### src/rtl/uart_transceiver_if.sv
// Parallel-side bus of the UART transceiver: transmit request/data in, received byte and status out.
// The master drives transmit requests. The slave is the transceiver itself.
interface uart_transceiver_if #(
   parameter int SIZE = 8
);
   logic [SIZE-1:0] tx_data;
   logic            tx_rq;
   logic            tx_busy;
   logic [SIZE-1:0] dq;
   logic            rx_ready;
   logic            frame_error;

   modport master (
      output tx_data, tx_rq,
      input  tx_busy, dq, rx_ready, frame_error
   );

   modport slave (
      input  tx_data, tx_rq,
      output tx_busy, dq, rx_ready, frame_error
   );
endinterface

### src/rtl/uart_transceiver.sv
// Full-duplex 8N1-style UART. An independent TX serialiser and a mid-bit-sampling RX deserialiser
// share one clock and an internal bit-rate divider.
module uart_transceiver #(
   parameter int SIZE         = 8,
   parameter int CLKS_PER_BIT = 16
) (
   input  logic                     clk,
   input  logic                     rst_n,
   uart_transceiver_if.slave        bus,
   output logic                     txd,
   input  logic                     rxd
);
   localparam int CW = $clog2(CLKS_PER_BIT);
   localparam int BW = $clog2(SIZE);
   localparam logic [CW-1:0] BIT_END  = CW'(CLKS_PER_BIT - 1);
   localparam logic [CW-1:0] HALF_END = CW'(CLKS_PER_BIT / 2 - 1);
   localparam logic [BW-1:0] LAST_BIT = BW'(SIZE - 1);

   localparam logic [1:0] TX_IDLE  = 2'd0;
   localparam logic [1:0] TX_START = 2'd1;
   localparam logic [1:0] TX_DATA  = 2'd2;
   localparam logic [1:0] TX_STOP  = 2'd3;

   localparam logic [2:0] RX_IDLE  = 3'd0;
   localparam logic [2:0] RX_START = 3'd1;
   localparam logic [2:0] RX_DATA  = 3'd2;
   localparam logic [2:0] RX_STOP  = 3'd3;
   localparam logic [2:0] RX_BREAK = 3'd4;

   logic [1:0]      tx_state_reg;
   logic [CW-1:0]   tx_cnt_reg;
   logic [BW-1:0]   tx_bit_reg;
   logic [SIZE-1:0] tx_shift_reg;
   logic            txd_reg;

   logic [1:0]      rx_sync_reg;
   logic [2:0]      rx_state_reg;
   logic [CW-1:0]   rx_cnt_reg;
   logic [BW-1:0]   rx_bit_reg;
   logic [SIZE-1:0] rx_shift_reg;
   logic [SIZE-1:0] dq_reg;
   logic            rx_ready_reg;
   logic            frame_error_reg;
   logic            rx_s;

   // ---------------- transmitter ----------------
   always_ff @(posedge clk) begin
      if (!rst_n) begin
         tx_state_reg <= TX_IDLE;
         tx_cnt_reg   <= '0;
         tx_bit_reg   <= '0;
         tx_shift_reg <= '0;
         txd_reg      <= 1'b1;
      end else begin
         case (tx_state_reg)
            TX_IDLE: begin
               if (bus.tx_rq) begin
                  tx_shift_reg <= bus.tx_data;
                  tx_cnt_reg   <= '0;
                  tx_bit_reg   <= '0;
                  txd_reg      <= 1'b0;
                  tx_state_reg <= TX_START;
               end
            end
            TX_START: begin
               if (tx_cnt_reg == BIT_END) begin
                  tx_cnt_reg   <= '0;
                  txd_reg      <= tx_shift_reg[0];
                  tx_state_reg <= TX_DATA;
               end else begin
                  tx_cnt_reg <= tx_cnt_reg + 1'b1;
               end
            end
            TX_DATA: begin
               if (tx_cnt_reg == BIT_END) begin
                  tx_cnt_reg <= '0;
                  if (tx_bit_reg == LAST_BIT) begin
                     txd_reg      <= 1'b1;
                     tx_state_reg <= TX_STOP;
                  end else begin
                     // Look one bit ahead so TXD changes on the same edge as the shift.
                     tx_bit_reg   <= tx_bit_reg + 1'b1;
                     tx_shift_reg <= {1'b0, tx_shift_reg[SIZE-1:1]};
                     txd_reg      <= tx_shift_reg[1];
                  end
               end else begin
                  tx_cnt_reg <= tx_cnt_reg + 1'b1;
               end
            end
            TX_STOP: begin
               if (tx_cnt_reg == BIT_END) begin
                  tx_cnt_reg   <= '0;
                  tx_state_reg <= TX_IDLE;
               end else begin
                  tx_cnt_reg <= tx_cnt_reg + 1'b1;
               end
            end
            default: tx_state_reg <= TX_IDLE;
         endcase
      end
   end

   assign txd         = txd_reg;
   assign bus.tx_busy = (tx_state_reg != TX_IDLE);

   // ---------------- receiver ----------------
   always_ff @(posedge clk) begin
      if (!rst_n) begin
         rx_sync_reg <= 2'b11;
      end else begin
         rx_sync_reg <= {rx_sync_reg[0], rxd};
      end
   end

   assign rx_s = rx_sync_reg[1];

   always_ff @(posedge clk) begin
      if (!rst_n) begin
         rx_state_reg    <= RX_IDLE;
         rx_cnt_reg      <= '0;
         rx_bit_reg      <= '0;
         rx_shift_reg    <= '0;
         dq_reg          <= '0;
         rx_ready_reg    <= 1'b0;
         frame_error_reg <= 1'b0;
      end else begin
         rx_ready_reg <= 1'b0;
         case (rx_state_reg)
            RX_IDLE: begin
               if (!rx_s) begin
                  rx_cnt_reg   <= '0;
                  rx_state_reg <= RX_START;
               end
            end
            RX_START: begin
               // Half-bit check rejects short low glitches and centres later samples.
               if (rx_cnt_reg == HALF_END) begin
                  rx_cnt_reg   <= '0;
                  rx_bit_reg   <= '0;
                  rx_state_reg <= rx_s ? RX_IDLE : RX_DATA;
               end else begin
                  rx_cnt_reg <= rx_cnt_reg + 1'b1;
               end
            end
            RX_DATA: begin
               if (rx_cnt_reg == BIT_END) begin
                  rx_cnt_reg   <= '0;
                  rx_shift_reg <= {rx_s, rx_shift_reg[SIZE-1:1]};
                  rx_bit_reg   <= rx_bit_reg + 1'b1;
                  if (rx_bit_reg == LAST_BIT) begin
                     rx_state_reg <= RX_STOP;
                  end
               end else begin
                  rx_cnt_reg <= rx_cnt_reg + 1'b1;
               end
            end
            RX_STOP: begin
               if (rx_cnt_reg == BIT_END) begin
                  rx_cnt_reg      <= '0;
                  dq_reg          <= rx_shift_reg;
                  rx_ready_reg    <= 1'b1;
                  frame_error_reg <= ~rx_s;
                  rx_state_reg    <= rx_s ? RX_IDLE : RX_BREAK;
               end else begin
                  rx_cnt_reg <= rx_cnt_reg + 1'b1;
               end
            end
            RX_BREAK: begin
               // A held-low line must return high before a new start bit is recognised.
               if (rx_s) begin
                  rx_state_reg <= RX_IDLE;
               end
            end
            default: rx_state_reg <= RX_IDLE;
         endcase
      end
   end

   assign bus.dq          = dq_reg;
   assign bus.rx_ready    = rx_ready_reg;
   assign bus.frame_error = frame_error_reg;
endmodule

### src/flat_wrapper.sv
// flat-port wrapper written by rule: the top's interface ports become plain ports
module uart_transceiver_flat 
#(
   parameter int SIZE         = 8,
   parameter int CLKS_PER_BIT = 16
)
  (clk, rst_n, txd, rxd, bus_tx_data, bus_tx_rq, bus_tx_busy, bus_dq, bus_rx_ready, bus_frame_error);
  uart_transceiver_if #(.SIZE(SIZE)) bus_i ();
  input  logic clk;
  input  logic rst_n;
  output logic txd;
  input  logic rxd;
  input wire logic [$bits(bus_i.tx_data)-1:0] bus_tx_data;
  input wire logic [$bits(bus_i.tx_rq)-1:0] bus_tx_rq;
  output wire logic [$bits(bus_i.tx_busy)-1:0] bus_tx_busy;
  output wire logic [$bits(bus_i.dq)-1:0] bus_dq;
  output wire logic [$bits(bus_i.rx_ready)-1:0] bus_rx_ready;
  output wire logic [$bits(bus_i.frame_error)-1:0] bus_frame_error;
  assign bus_i.tx_data = bus_tx_data;
  assign bus_i.tx_rq = bus_tx_rq;
  assign bus_tx_busy = bus_i.tx_busy;
  assign bus_dq = bus_i.dq;
  assign bus_rx_ready = bus_i.rx_ready;
  assign bus_frame_error = bus_i.frame_error;
  uart_transceiver #(.SIZE(SIZE), .CLKS_PER_BIT(CLKS_PER_BIT)) u_core (.clk(clk), .rst_n(rst_n), .bus(bus_i), .txd(txd), .rxd(rxd));
endmodule
### config.mk
export PLATFORM = sky130hd
export DESIGN_NAME = uart_transceiver_flat
export DESIGN_NICKNAME = d
export VERILOG_FILES = /design/src/rtl/uart_transceiver_if.sv /design/src/rtl/uart_transceiver.sv /design/src/flat_wrapper.sv
export SDC_FILE = /design/constraint.sdc
export NUM_CORES = 1
export LEC_CHECK = 0
export BUFFER_PORTS_ARGS = -buffer_cell sky130_fd_sc_hd__buf_4
export CORE_MARGIN = 10
export CORE_UTILIZATION = 62
export CTS_BUF_LIST = sky130_fd_sc_hd__clkbuf_16
export CTS_CLUSTER_DIAMETER = 50
export DETAILED_ROUTE_END_ITERATION = 6
export PLACE_DENSITY_LB_ADDON = 0.08
export SLEW_MARGIN = 40
export SYNTH_ARGS = -nofsm -noshare
export SYNTH_HDL_FRONTEND = slang
export SYNTH_SLANG_ARGS = --single-unit
### constraint.sdc
create_clock -name clk -period 5.1 [get_ports clk]
set_input_delay 0.255 -clock clk [delete_from_list [all_inputs] [get_ports clk]]
set_output_delay 0.255 -clock clk [all_outputs]
set_load 0.02 [all_outputs]
* Yosys cells after proc, flatten, opt, wreduce, memory -nomap -nowiden
Cells that the tools add are included.
** Operators by class
- $add $sub $neg :: 4
- Eq/ne operators :: 24
- Mux-type cells :: 39
- Bitwise operators :: 1
- Reductions and logical operators :: 18
** Operators by type and width (number)
- 2-to-1 mux 3 bit :: 12
- 2-to-1 mux 8 bit :: 3
- 2-to-1 mux 4 bit :: 5
- inequality test 2 x 1 -> 1 bit (second input constant) :: 9
- case mux 8 bit (2 select lines) :: 1
- case mux 3 bit (5 select lines) :: 1
- 2-to-1 mux 2 bit :: 6
- case mux 3 bit (2 select lines) :: 2
- case mux 4 bit (3 select lines) :: 1
- equality test 3 bit (second input constant) :: 3
- adder 4 x 1 -> 4 bit (second input constant) :: 2
- equality test 4 bit (second input constant) :: 2
- case mux 2 bit (4 select lines) :: 1
- case mux 4 bit (2 select lines) :: 1
- AND reduction 2 bit :: 4
- AND reduction 4 bit :: 2
- adder 3 x 1 -> 3 bit (second input constant) :: 2
- equality test 3 x 2 -> 1 bit (second input constant) :: 2
- inequality test 2 bit (second input constant) :: 3
- AND reduction 6 bit :: 1
- nonzero test 2 bit :: 3
- nonzero test 3 bit :: 2
- 2-to-1 mux 1 bit :: 5
- AND reduction 5 bit :: 1
- other kinds (11) :: 12
** Word-level totals
- Bits in registers :: 48
- Output and inout port bits :: 12
- Word-level logic and storage cells :: 99

* Depth between registers and ports, before layout
- Word-level depth :: 4
- Depth in mapped cells :: 8
- Depth with buffers taken out :: 6

* Worst setup path before layout
Ideal clock, no wire load.
- Path type :: reg2reg
- From :: register u_core.tx_state_reg[0]
- To :: register u_core.txd_reg, in the netlist u_core.txd
- Setup time :: 122 ps
- Arrival time :: 1566 ps
- Slack :: 3412 ps
- Cell stages (with the launch flop) :: 8
- Clock period less this slack :: 1688 ps
- Path through :: dfxtp_1 > inv_1 > ha_1 > buf_2 > or2_1 > a211oi_2 > nor2b_1 > a311o_1
** Between the ends
- Word-level cells in the longest chain between the ends :: 3
- Elaborated cells on any way between the ends :: 9
- Classes of those cells :: 5 x eq/ne; 1 x mux; 3 x reduce/logical
** Ends and longest elaborated chain
- start: declaration :: line uart_transceiver.sv:30 : logic [1:0] tx_state_reg;
- start signal: assignment :: line uart_transceiver.sv:49 : tx_state_reg <= TX_IDLE;
- start signal: assignment :: line uart_transceiver.sv:62 : tx_state_reg <= TX_START;
- start signal: assignment :: line uart_transceiver.sv:69 : tx_state_reg <= TX_DATA;
- equality test 2 x 1 -> 1 bit (tied with other cells) :: line uart_transceiver.sv:55 : case (tx_state_reg)
- inequality test 2 x 1 -> 1 bit (no line) (tied with other cells)
- AND reduction 4 bit (no line)
- end signal: assignment :: line uart_transceiver.sv:68 : txd_reg <= tx_shift_reg[0];
- end signal: assignment :: line uart_transceiver.sv:84 : txd_reg <= tx_shift_reg[1];
- end: declaration :: line uart_transceiver.sv:34 : logic txd_reg;
Parallel ways exist; a longest one is shown, timed or not.
A chain may end at the register's enable or synchronous reset.

* Worst setup path in the final report
- From :: register u_core.tx_state_reg[0]
- To :: register u_core.tx_shift_reg[2]
** Between the ends
- Word-level cells in the longest chain between the ends :: 3
- Elaborated cells on any way between the ends :: 8
- Classes of those cells :: 4 x eq/ne; 1 x mux; 3 x reduce/logical
** Ends and longest elaborated chain
- equality test 2 bit / logical NOT 2 bit (equally long branches) :: line uart_transceiver.sv:55
- inequality test 2 x 1 -> 1 bit (no line) (tied with other cells)
- AND reduction 4 bit (no line)
- end signal: assignment :: line uart_transceiver.sv:58 : tx_shift_reg <= bus.tx_data;
- end signal: assignment :: line uart_transceiver.sv:83 : tx_shift_reg <= {1'b0, tx_shift_reg[SIZE-1:1]};
- end: declaration :: line uart_transceiver.sv:33 : logic [SIZE-1:0] tx_shift_reg;
Parallel ways exist; a longest one is shown, timed or not.

==> summary.md <==
| Metric | Value |
|---|---|
| Root Buffer Master | clkbuf_16 |
| Fill cells | 244 |
| Pwr Total | 1180 uW |
| # hold bufs at CTS | 0 |
| Drt total wl | 4720 um |
| Wire per inst | 16.0 um |
| R2R setup slack | 2.86 ns |
| Clock transition at the registers of the reported paths | 0.06 ns |
| Final worst path period share | 43.9% |
| Max Root-Sink Buffers | 2 |
| Cell variety after synth | 46 |
| Crit. End Element | flop |
| Routed vias/inst | 5.80 |
| Final hold viol count | 0 |
| # clock sinks | 48 |
| Avg Cell Area, Syn | 9.49 sq um |
| IO buf count | 23 |
| VDD IR max | 251 uV |
| Crit Path Max Fanout | 17 |
| DRT iter0 DRCs | 98 |
| LEAKAGE | 0.00103 uW |
| Worst endpoint required time | 5.30 ns |
| Hold Slack | 0.151 ns |
| Final Core Density | 74.8% |
| Ports | 24 |
| Critical path launch point type | flop |
| Finish-stage setup viols | 0 |
| Post_cts resized | 0 |
| Clock Latency Late Sink | 0.29 ns |
| Flops & latches, synth | 48 |
| Worst slew pin tran | 0.808 ns |
| Std cell rows | 21 |
| First-pass iteration count of the detailed router | 4 |
| Critical-path top delay cell | ha_1 |
| Hold/Removal Path Class | in -> reg |
| Placed Area | 2360 sq um |
| Cells after Synth | 232 |
| Mapped Nets | 254 |
| Ant diodes | 0 |
| Vias in the first global route | 1735 |
| Register area | 961 sq um |
| YS warnings | 0 |
| Area of the multi-input gates | 1140 sq um |
| PwrDens | 466 nW/um^2 |
| Design Area, Final | 2530 sq um |
| Cts bufs inserted | 5 |
| Final net count | 270 |
| Unrepaired setup endpoints after global routing | false |
| Rel. slew slack | 46.1% |
| Tmin final | 2.24 ns |
| Die X | 79.6 um |
| Global-route wire length before repair | 7850 um |
| Die area | 6330 sq um |
| F_max | 0.447 GHz |
| Max stage delay on crit path | 0.69 ns |
| Crit Path Class | reg -> reg |
| Post-CTS setup buffers | 0 |
| Area grow syn2layout | 15.2% |
| HPWL Detailed | 3180 um |
| Max-capacitance violation count | 0 |
| Pins Over Slew Limit | 0 |
| Residual DRC count | 0 |
| Initial Util | 64.9% |
| H-Tree Level Count | 2 |
| Layout cells sized above 1 | 17.3% |
| Seq/Total Area, Yosys | 43.7% |
| Crit path top cell by count | nor2_1 |
| Total GRT Usage | 15.4% |
| Final setup TNS | 0 ns |
| WP data arrival | 2.44 ns |
| GP Congestion | 0.816 |
| Vias | 1711 |
| CTS tree | built |
| Status | complete, no violations |
| Total grt overflow | 0 |
| Largest net degree at the start of global routing | 40 |
| Synth Cell Area | 2200 sq um |
| Layout Skew | 0.00409 ns |
| Initial antenna violation count | 0 |
| Crit-path cells | inv_1 > ha_1 > nor2_1 > a211oi_4 > buf_4 > nor2_1 > a211oi_2 |
| DRT antenna net count | 0 |
| Die height | 79.6 um |
| Core area | 3390 sq um |
==> cell usage after synthesis, drive strengths merged <==
library cell / instances / area share (%)
a211oi: 11 / 5.7
o22a: 1 / 0.40
inv: 7 / 1.2
o311a: 1 / 0.45
dfxtp: 48 / 44
nor3: 1 / 0.45
nand3: 3 / 0.68
nand2b: 3 / 0.85
o31ai: 1 / 0.34
clkbuf: 6 / 1.0
xnor2: 1 / 0.40
nand2: 12 / 2.0
and2: 1 / 0.28
o21ai: 12 / 2.7
a21oi: 7 / 1.6
nand4b: 3 / 1.2
a22oi: 4 / 1.4
a2111oi: 1 / 0.40
or2: 1 / 0.28
nor3b: 2 / 0.68
ha: 10 / 5.7
and2b: 1 / 0.45
a2bb2oi: 2 / 0.80
a311oi: 1 / 0.40
o21bai: 1 / 0.34
nand4: 3 / 0.85
and3: 1 / 0.28
or4b: 1 / 0.45
nor2: 40 / 6.9
buf: 9 / 2.5
o22ai: 1 / 0.28
nand3b: 1 / 0.34
a21o: 1 / 0.34
mux2i: 26 / 12
a311o: 1 / 0.45
o211ai: 2 / 0.68
nor2b: 3 / 0.85
a41oi: 1 / 0.40
and3b: 1 / 0.40
==> layout by cell type, fill, tap and decap left out, types with 6 or more instances in the layout <==
cell	Yosys	layout
ha_1	10	10
o21ai_0	10	10
dfxtp_1	48	48
inv_1	7	6
mux2i_1	26	26
nand2_1	12	12
a21oi_1	7	7
a211oi_2	6	6
nor2_1	39	39
buf_4	2	24
==> power by group <==
| part | switching (uW) | internal, uW | total, uW |
|---|---|---|---|
| combinational | 210 | 144 | 353 |
| sequential | 37.5 | 422 | 459 |
| clock | 139 | 230 | 369 |
==> final timing paths <==
check | start | to | cells after the start
hold / removal | rxd | u_core.rx_sync_reg[0] | 2
setup / recovery | u_core.tx_state_reg[0] | u_core.tx_shift_reg[2] | 7
hold reg to reg | u_core.rx_sync_reg[0] | u_core.rx_sync_reg[1] | 1
setup reg to reg | u_core.tx_state_reg[0] | u_core.tx_shift_reg[2] | 7
==> per-stage QoR <==
step           setup WS, ns  std cells
3_5_place_dp           2.72        286
6_report               2.86        295
4_1_cts                2.68        294
5_1_grt                2.71        295
3_3_place_gp           2.88        286
2_1_floorplan          3.41        232
==> layer usage <==
| layer | up-vias | GRT usage [%] | wire length [um] |
|---|---|---|---|
| li1 | 851 | - | - |
| met1 | 811 | 16.0 | 1880 |
| met2 | 37 | 27.3 | 2510 |
| met3 | 12 | 5.18 | 237 |
| met4 | 0 | 6.99 | 89 |
| met5 | - | 0 | 0 |
==> worst max-delay path: cells and delay by family, from the launching register on <==
kind,cells,cell delay [ns]
compound gates,2,0.52
buf+inv,2,0.38
simple gates,2,0.23
fa+ha+maj,1,0.69
flops,1,0.33
==> logic make-up (layout without fill, tap and decap cells) <==
kind of cell | count (synthesis) | count (layout) | synth area share, %
AO/OA/AOI/OAI | 48 | 48 | 16.7
XOR/XNOR | 1 | 1 | 0.398
adder cells (fa/ha/maj) | 10 | 10 | 5.69
buffers and inverters | 22 | 39 | 4.72
flip-flops | 48 | 48 | 43.7
multiplexers | 26 | 26 | 11.8
AND/OR/NAND/NOR | 77 | 77 | 17.1
==> layout make-up <==
type                    count  area share (%)
multi-input cells         162            45.1
flip-flops and latches     48            37.9
inverters                   7            1.04
clock buffers               5            4.94
well taps                  46            2.27
repair buffers             24            7.11
clock inverters             3            1.68
Power figures use the tool's default switching activity.
